`src/rtl/input_conditioner.sv`:
```
// Board input front end: per-channel two-flop synchroniser, debounce FSM,
// registered clean level and single-cycle rise/fall pulses.
module input_conditioner #(
   parameter int                  N_INPUTS      = 3,
   parameter int                  STABLE_CYCLES = 65536,
   parameter logic [N_INPUTS-1:0] INIT_LEVEL    = '0
) (
   input  logic                clk,
   input  logic                reset,
   input  logic [N_INPUTS-1:0] raw_in,
   output logic [N_INPUTS-1:0] level,
   output logic [N_INPUTS-1:0] rise,
   output logic [N_INPUTS-1:0] fall
);

   localparam int CW = (STABLE_CYCLES > 1) ? $clog2(STABLE_CYCLES) : 1;
   localparam logic [CW-1:0] CNT_MAX = CW'(STABLE_CYCLES - 1);
   localparam logic [CW-1:0] CNT_ONE = CW'(1);

   typedef enum logic [1:0] {
      ST_LOW,
      ST_WAIT_H,
      ST_HIGH,
      ST_WAIT_L
   } state_t;

   genvar g;
   generate
      for (g = 0; g < N_INPUTS; g++) begin : g_ch
         localparam state_t RST_ST = INIT_LEVEL[g] ? ST_HIGH : ST_LOW;

         logic          r_sync1;
         logic          r_sync2;
         state_t        r_state;
         state_t        w_next;
         logic [CW-1:0] r_cnt;
         logic [CW-1:0] w_cnt_nxt;
         logic          r_level;
         logic          r_rise;
         logic          r_fall;
         logic          w_level_nxt;
         logic          w_rise_nxt;
         logic          w_fall_nxt;
         logic          w_cnt_done;
         logic          w_waiting;

         always_ff @(posedge clk or posedge reset) begin
            if (reset) begin
               r_sync1 <= INIT_LEVEL[g];
               r_sync2 <= INIT_LEVEL[g];
            end else begin
               r_sync1 <= raw_in[g];
               r_sync2 <= r_sync1;
            end
         end

         always_ff @(posedge clk or posedge reset) begin
            if (reset) begin
               r_state <= RST_ST;
               r_cnt   <= '0;
               r_level <= INIT_LEVEL[g];
               r_rise  <= 1'b0;
               r_fall  <= 1'b0;
            end else begin
               r_state <= w_next;
               r_cnt   <= w_cnt_nxt;
               r_level <= w_level_nxt;
               r_rise  <= w_rise_nxt;
               r_fall  <= w_fall_nxt;
            end
         end

         assign w_cnt_done = (r_cnt == CNT_MAX);

         always_comb begin
            w_next = r_state;
            unique case (r_state)
               ST_LOW: begin
                  if (r_sync2) w_next = ST_WAIT_H;
               end
               ST_WAIT_H: begin
                  if (!r_sync2)       w_next = ST_LOW;
                  else if (w_cnt_done) w_next = ST_HIGH;
               end
               ST_HIGH: begin
                  if (!r_sync2) w_next = ST_WAIT_L;
               end
               ST_WAIT_L: begin
                  if (r_sync2)        w_next = ST_HIGH;
                  else if (w_cnt_done) w_next = ST_LOW;
               end
               default: w_next = RST_ST;
            endcase
         end

         // Counter only advances while staying in a WAIT state; any exit clears it.
         assign w_waiting = (r_state == ST_WAIT_H) || (r_state == ST_WAIT_L);

         always_comb begin
            w_cnt_nxt   = '0;
            w_level_nxt = (w_next == ST_HIGH) || (w_next == ST_WAIT_L);
            w_rise_nxt  = (r_state == ST_WAIT_H) && (w_next == ST_HIGH);
            w_fall_nxt  = (r_state == ST_WAIT_L) && (w_next == ST_LOW);
            if (w_waiting && (w_next == r_state))
               w_cnt_nxt = r_cnt + CNT_ONE;
         end

         assign level[g] = r_level;
         assign rise[g]  = r_rise;
         assign fall[g]  = r_fall;
      end
   endgenerate

endmodule

```
`config.mk`:
```
export PLATFORM = sky130hd
export DESIGN_NAME = input_conditioner
export DESIGN_NICKNAME = d
export VERILOG_FILES = /design/src/rtl/input_conditioner.sv
export SDC_FILE = /design/constraint.sdc
export NUM_CORES = 1
export LEC_CHECK = 0
export ABC_AREA = 1
export BUFFER_PORTS_ARGS = -buffer_cell sky130_fd_sc_hd__buf_2
export CAP_MARGIN = 10
export CORE_UTILIZATION = 64
export CTS_BUF_LIST = sky130_fd_sc_hd__clkbuf_4 sky130_fd_sc_hd__clkbuf_8
export DETAILED_ROUTE_END_ITERATION = 8
export PLACE_DENSITY = 0.82
export SLEW_MARGIN = 20
export SYNTH_ARGS = -nofsm -noshare
export SYNTH_HDL_FRONTEND = slang
export SYNTH_SLANG_ARGS = --single-unit
```
`constraint.sdc`:
```
create_clock -name clk -period 5.9 [get_ports clk]
set_clock_uncertainty 0.15 [all_clocks]
set_input_delay 0.295 -clock clk [delete_from_list [all_inputs] [get_ports clk]]
set_output_delay 0.295 -clock clk [all_outputs]
set_load 0.02 [all_outputs]
```
==> summary.txt, run 1 <==
Status
  • Status: complete, no violations

Setup path
  • Endpoint type of the worst setup path: flop
  • Worst path required time: 6.00 ns
  • Worst path buffer plus inverter count: 0
  • Worst setup SP type: flop
  • Reg2Reg Setup Slack: 4.09 ns
  • Top cell by count, worst path: nand2_2
  • WS Path Type: flop to flop
  • Worst-path fanout max: 15
  • Critical path arrival: 1.91 ns
  • CP Cell Sequence: ha_1, nand2_2, nor2_4, nand2_4, nor2_8, nand2_2, nand3_2, nor2_1
  • CP max stage delay: 0.41 ns
  • Slowest CP cell: dfrtp_1
  • Critical path's top delay family: simple AND/OR/NAND/NOR gates

Timing
  • Hold Vio Cnt, Final: 0
  • Final setup viols: 0
  • Peak Freq: 0.554 GHz
  • Unrepaired setup endpoints after global routing: false
  • Worst slew margin: 44.8%
  • Final Max Tran Viols: 0
  • Final Cycle Share: 30.6%
  • Min Tclk post-route: 1.81 ns
  • Setup TNS: 0 ns
  • Worst-Margin Slew: 0.828 ns

Logic synthesis
  • Mapped Nets: 407
  • Cells after Synth: 399
  • Register area share after synthesis: 49.6%
  • Synthesized area: 0.00348 mm^2
  • Warnings, synthesis: 0
  • Synthesized flop and latch total: 69
  • Syn avg cell area: 8.72 um^2
  • Count of cell types in the netlist: 28

Placement
  • Port buffer count: 13
  • Placed cells: 471
  • Routability cong.: 0.826
  • Hpwl dp: 4.07 mm

Routing
  • Met3 Wirelength: 145 um
  • Routed WL: 5.81 mm
  • DR top layer: met4
  • DRC violations left: 0
  • DR WL met2: 3.05 mm
  • Antenna viol nets, final: 0
  • Via/cell ratio: 4.98
  • Average wire per standard cell: 11.9 um
  • Drt pass-1 iters: 4
  • Met1 WL: 2.57 mm
  • Initial drt markers: 74
  • Via Count: 2441

Global routing
  • First-pass GRT wire length: 9.84 mm
  • Antenna violations before repair: 0
  • Total grt overflow: 0
  • Gr usage total: 23.7%
  • Largest net degree at the start of global routing: 70
  • Number of global-route vias before repair: 2353

Floorplan
  • Initial core utilization: 67.3%
  • DIE WIDTH: 75.7 um
  • Io pins: 14
  • Row count: 26
  • DIE AREA: 0.00574 mm^2
  • Die Height: 75.7 um
  • CORE AREA: 0.00517 mm^2

Final layout
  • Fillers: 379
  • Finished Layout Cells: 490
  • Footprint of the multi-input gates: 0.00148 mm^2
  • Most frequent cells in the layout: 83 x nand2_1, 69 x dfrtp_1, 67 x nor2_1
  • NumNets Final: 423
  • Commonest non-fill, non-tap cell in the layout: nand2_1
  • Reg area: 0.00173 mm^2
  • Area delta synth->final: 8.59%
  • Antenna fix cells: 0
  • Share of cells above drive strength 1: 18.8%

Clock tree
  • CTS buffer count: 9
  • Reg clk slew, reported paths: 0.07 ns
  • TritonCTS Sinks: 69
  • Clk Latency, worst-skew pair: 0.34 ns
  • H-Tree Depth: 3
  • Root Buffer: clkbuf_8
  • Clk buf depth: 2
  • TritonCTS clock tree: done

Power
  • Pwr/cell area: 243 mW/mm^2
  • Max VDD drop: 0.184 mV
  • Leak: 0.00173 uW

Flow run
  • Max-cap check violation count: 0

Worst hold path
  • Worst min-delay path category: input pin to async pin
## final timing paths
path	from	endpoint	cells after the start
worst max register to register	g_ch[1].r_cnt[0]	g_ch[1].r_cnt[2]	8
worst max-delay path	g_ch[1].r_cnt[0]	g_ch[1].r_cnt[2]	8
min in group clk	g_ch[2].r_sync1	g_ch[2].r_sync2	0
max in group asynchronous	reset	g_ch[2].r_rise	3
worst min-delay path	reset	g_ch[1].r_cnt[7]	3
worst min register to register	g_ch[2].r_sync1	g_ch[2].r_sync2	0
## layout make-up
class / count / share of cell area, %
clock inverter: 7 / 2.38
tap: 70 / 2.32
inverter: 45 / 4.47
sequential: 69 / 45.7
timing repair buffer: 17 / 2.72
multi-input combinational: 273 / 39.1
clock buffer: 9 / 3.28
## sequential cells by signal, summed over array words and instances (netlist names)
register and count:
g_ch.r_sync1 3, g_ch.r_sync2 3, g_ch.r_level 3, g_ch.r_state 6, g_ch.r_cnt 48, g_ch.r_fall 3
g_ch.r_rise 3
## worst reg2reg max path: cells and delay by family, from the launching register on
kind,cells,cell delay [ns]
adder cells (fa/ha/maj),1,0.24
flip-flops,1,0.41
AND/OR/NAND/NOR,7,0.90
## per-layer routing
metal	vias up	track usage, %
li1	1254	-
met1	1153	27.1
met2	26	42.0
met3	8	6.75
met4	0	9.47
met5	-	0
## synthesized netlist by cell type (all sizes together)
master / instances / area share (%)
xor2: 16 / 4.0
nand2: 92 / 11
inv: 45 / 4.9
nand3: 25 / 4.2
o21bai: 4 / 1.2
nor2: 96 / 14
nor3: 4 / 1.0
dfrtp: 69 / 50
nand4: 12 / 2.2
xnor2: 12 / 3.0
ha: 3 / 1.1
or2: 1 / 0.18
buf: 12 / 3.0
a21oi: 2 / 0.29
o21ai: 6 / 0.86
## where the power goes
group,leakage [uW],total [uW],internal (uW),switching [uW]
logic,0.000683,27.1,7.26,19.9
clock network,0.000105,409,235,173
registers,0.000940,482,478,3.84
## per-stage QoR
step	cell area, um^2	hold slack, ns	utilization (%)	setup slack, ns	power, uW
after floorplan	3480	0.176	-	3.72	512
after global routing	3780	0.128	73.1	3.99	953
after detailed placement	3530	0.191	68.3	4.11	517
final	3780	0.0532	73.1	4.09	917
after global placement	3530	0.186	68.3	4.18	516
after CTS	3780	0.0864	73.1	4.09	929
## timing repair
action | in CTS | in global routing
hold endpoints to repair | 3 | 0
hold buffers | 3 | 0
resized for setup | 0 | 0
setup buffers | 0 | 0
## kinds of logic (layout without fill, tap and decap cells)
group,Yosys count,after routing,synth area share [%]
XOR/XNOR,28,28,7.05
buffers and inverters,57,78,7.87
AND/OR/NAND/NOR,230,230,32.0
adder cells (fa/ha/maj),3,3,1.08
AO/OA/AOI/OAI,12,12,2.34
flip-flops,69,69,49.6
(Power assumes the default switching activity.)
==> run 2: changes to the inputs <==
--- a/config.mk
+++ b/config.mk
@@ -8,10 +8,10 @@
 export ABC_AREA = 1
 export BUFFER_PORTS_ARGS = -buffer_cell sky130_fd_sc_hd__buf_2
 export CAP_MARGIN = 10
-export CORE_UTILIZATION = 64
+export CORE_UTILIZATION = 58
 export CTS_BUF_LIST = sky130_fd_sc_hd__clkbuf_4 sky130_fd_sc_hd__clkbuf_8
 export DETAILED_ROUTE_END_ITERATION = 8
-export PLACE_DENSITY = 0.82
+export PLACE_DENSITY = 0.79
 export SLEW_MARGIN = 20
 export SYNTH_ARGS = -nofsm -noshare
 export SYNTH_HDL_FRONTEND = slang
==> constraint.sdc (replaced) <==
create_clock -name clk -period 1.56 [get_ports clk]
set_clock_uncertainty 0.15 [all_clocks]
set_input_delay 0.078 -clock clk [delete_from_list [all_inputs] [get_ports clk]]
set_output_delay 0.078 -clock clk [all_outputs]
set_load 0.02 [all_outputs]
==> summary.txt, run 2 (synthesized netlist as in run 1, its figures left out) <==
Timing
  • Min Tclk post-route: 1.56 ns (-0.250 ns)
  • Final Max Tran Viols: 0 (unchanged)
  • Worst-Margin Slew: 0.555 ns (-0.273 ns)
  • Final setup viols: 0 (unchanged)
  • Worst slew margin: 62.9% (+18 points)
  • Peak Freq: 0.643 GHz (+16%)
  • Final Cycle Share: 99.7% (+69 points)
  • Unrepaired setup endpoints after global routing: true
  • Hold Vio Cnt, Final: 0 (unchanged)

Final layout
  • Area delta synth->final: 18.2%
  • Biggest register: g_ch.r_cnt
  • Share of cells above drive strength 1: 27.5% (+8.7 points)
  • Finished Layout Cells: 516 (+5.3%)
  • NumNets Final: 448 (+5.9%)
  • Top Registers: g_ch.r_cnt (48), g_ch.r_state (6)
  • Antenna fix cells: 0 (unchanged)
  • Reg area: 0.00173 mm^2 (+0.22%)
  • Final Cell Area: 0.00411 mm^2 (+8.8%)
  • Footprint of the multi-input gates: 0.00162 mm^2 (+9.8%)
  • Layout Utilization: 72.9% (-0.18 points)
  • Commonest non-fill, non-tap cell in the layout: nand2_1
  • Max reg flops: 48 (unchanged)
  • Fillers: 392 (+3.4%)
  • Most frequent cells in the layout: 78 x nand2_1, 66 x dfrtp_1, 61 x nor2_1

Setup path
  • Slowest CP cell: dfrtp_1
  • Critical path arrival: 1.63 ns (-0.28 ns)
  • Worst path buffer plus inverter count: 0 (unchanged)
  • CP max stage delay: 0.37 ns (-0.04 ns)
  • Endpoint type of the worst setup path: flop
  • Worst setup SP type: flop
  • WS Path Type: flop to flop
  • Top cell by count, worst path: nand2_2
  • Worst-path fanout max: 8 (-7)
  • Worst path required time: 1.63 ns (-4.37 ns)
  • Critical path's top delay family: simple AND/OR/NAND/NOR gates
  • CP Cell Sequence: ha_2, nand2_2, nor2_4, nand2_2, nor2_4, nand2_2, nand3_4, nor2_1

Global routing
  • Total grt overflow: 0 (unchanged)
  • Number of global-route vias before repair: 2517 (+7.0%)
  • Gr usage total: 22.8% (-0.92 points)
  • Antenna violations before repair: 0 (unchanged)
  • First-pass GRT wire length: 10.9 mm (+10%)
  • Largest net degree at the start of global routing: 26 (-63%)

Routing
  • Routed WL: 6.29 mm (+8.2%)
  • Average wire per standard cell: 12.2 um (+2.8%)
  • Initial drt markers: 117 (+58%)
  • Drt pass-1 iters: 4 (unchanged)
  • Via/cell ratio: 5.04 (+1.1%)
  • DRC violations left: 0 (unchanged)
  • Antenna viol nets, final: 0 (unchanged)
  • Via Count: 2599 (+6.5%)

Placement
  • Port buffer count: 13 (unchanged)
  • Placed cells: 492 (+4.5%)
  • Routability cong.: 0.861 (+4.1%)
  • Hpwl dp: 4.32 mm (+6.0%)
  • Placed inst area: 0.00373 mm^2 (+5.5%)

Floorplan
  • DIE WIDTH: 79.5 um (+4.9%)
  • Die Height: 79.5 um (+4.9%)
  • Initial core utilization: 61.7% (-5.6 points)
  • CORE AREA: 0.00564 mm^2 (+9.1%)
  • Row count: 27 (+3.8%)
  • Io pins: 14 (unchanged)
  • DIE AREA: 0.00631 mm^2 (+10%)

Power
  • Internal power: 2600 uW (+260%)
  • P_sw: 741 uW (+280%)
  • Combinational power share: 4.3% (+1.3 points)
  • Clock group share of total power: 41.0% (-3.5 points)
  • Leak: 0.00189 uW (+9.3%)
  • Sequential Power Share: 54.6% (+2.1 points)
  • Sw Share: 22.2% (+0.68 points)
  • Max VDD drop: 0.656 mV (+260%)
  • Pwr/cell area: 813 mW/mm^2 (+230%)

Clock tree
  • CTS buffer count: 9 (unchanged)
  • Root Buffer: clkbuf_8
  • Reg clk slew, reported paths: 0.07 ns (about the same)
  • Clk Latency, worst-skew pair: 0.34 ns (about the same)
  • TritonCTS clock tree: done
  • TritonCTS Sinks: 69 (unchanged)
  • H-Tree Depth: 3 (unchanged)
  • Clk buf depth: 2 (unchanged)

Worst hold path
  • Worst min-delay path category: input pin to async pin

Flow run
  • Max-cap check violation count: 0 (unchanged)

Status
  • Status: complete, no violations
run 2: changes by cell type in the layout (fill, tap and decap cells not counted), moves of 3 or more:
cell	before	now
dfrtp_1	69	66
nand2_4	2	5
nor2_1	67	61
ha_1	3	0
dfrtp_2	0	3
nor2_2	23	27
nand3_4	1	5
buf_4	1	19
nand2_1	83	78
run 2: cell type report:
class                           instances  area share [%]
Clock buffer                           10            3.20
Clock inverter                          5            1.28
Inverter                               45            4.20
Multi-Input combinational cell        275            39.5
Tap cell                               72            2.19
Timing Repair Buffer                   40            7.55
Sequential cell                        69            42.1
run 2: metal layers:
| metal | routed length (um) | up-vias | GRT usage (%) |
|---|---|---|---|
| li1 | - | 1314 | - |
| met1 | 2940 | 1247 | 29.4 |
| met2 | 3080 | 24 | 35.9 |
| met3 | 154 | 14 | 6.74 |
| met4 | 114 | 0 | 9.09 |
| met5 | 0 | - | 0 |
run 2: power by group through the flow:
stage | Combinational, uW | Clock [uW] | Sequential [uW]
after global routing | 164 | 1500 | 1830
after floorplan | 85.3 | 0 | 1850
after detailed placement | 127 | 0 | 1850
after CTS | 141 | 1410 | 1820
final | 144 | 1370 | 1830
after global placement | 124 | 0 | 1850
run 2: worst paths after layout:
| check | start | slack (ns) | end | cells past startpoint |
|---|---|---|---|---|
| worst max-delay path | g_ch[0].r_cnt[0] | 0.004 | g_ch[0].r_cnt[9] | 8 |
| worst min-delay path | reset | 0.20 | g_ch[2].r_state[0] | 3 |
| worst max register to register | g_ch[0].r_cnt[0] | 0.004 | g_ch[0].r_cnt[9] | 8 |
| worst min register to register | g_ch[2].r_sync1 | 0.20 | g_ch[2].r_sync2 | 0 |
| max in group asynchronous | reset | 0.57 | g_ch[1].r_cnt[7] | 4 |
| min in group clk | g_ch[2].r_sync1 | 0.20 | g_ch[2].r_sync2 | 0 |
run 2: per-stage QoR:
| step | TNS [ns] | worst slack [ns] | hold slack (ns) | total power (uW) |
|---|---|---|---|---|
| detailed placement | -0.0698 | -0.0276 | 0.0118 | 1980 |
| global placement | 0 | 0.0357 | 0.00678 | 1980 |
| global route | -1.09 | -0.0683 | 0.199 | 3490 |
| CTS | 0 | 0.00549 | 0.190 | 3380 |
| finish | 0 | 0.00410 | 0.195 | 3340 |
| floorplan | -0.0403 | -0.00683 | -0.0406 | 1940 |
run 2: tightest hold or removal path: cells and delay by family:
kind                   cells  cell delay, ns
buffers and inverters      3            1.04
run 2: what timing repair did:
action | in CTS | in global routing
endpoints found under the setup margin | 9 | 57
buffers inserted | 0 | 3
cloned | 2 | 0
gates resized for setup | 3 | 27
hold endpoints to repair | 54 | 0
hold buffers | 4 | 0
pin swaps | 0 | 8
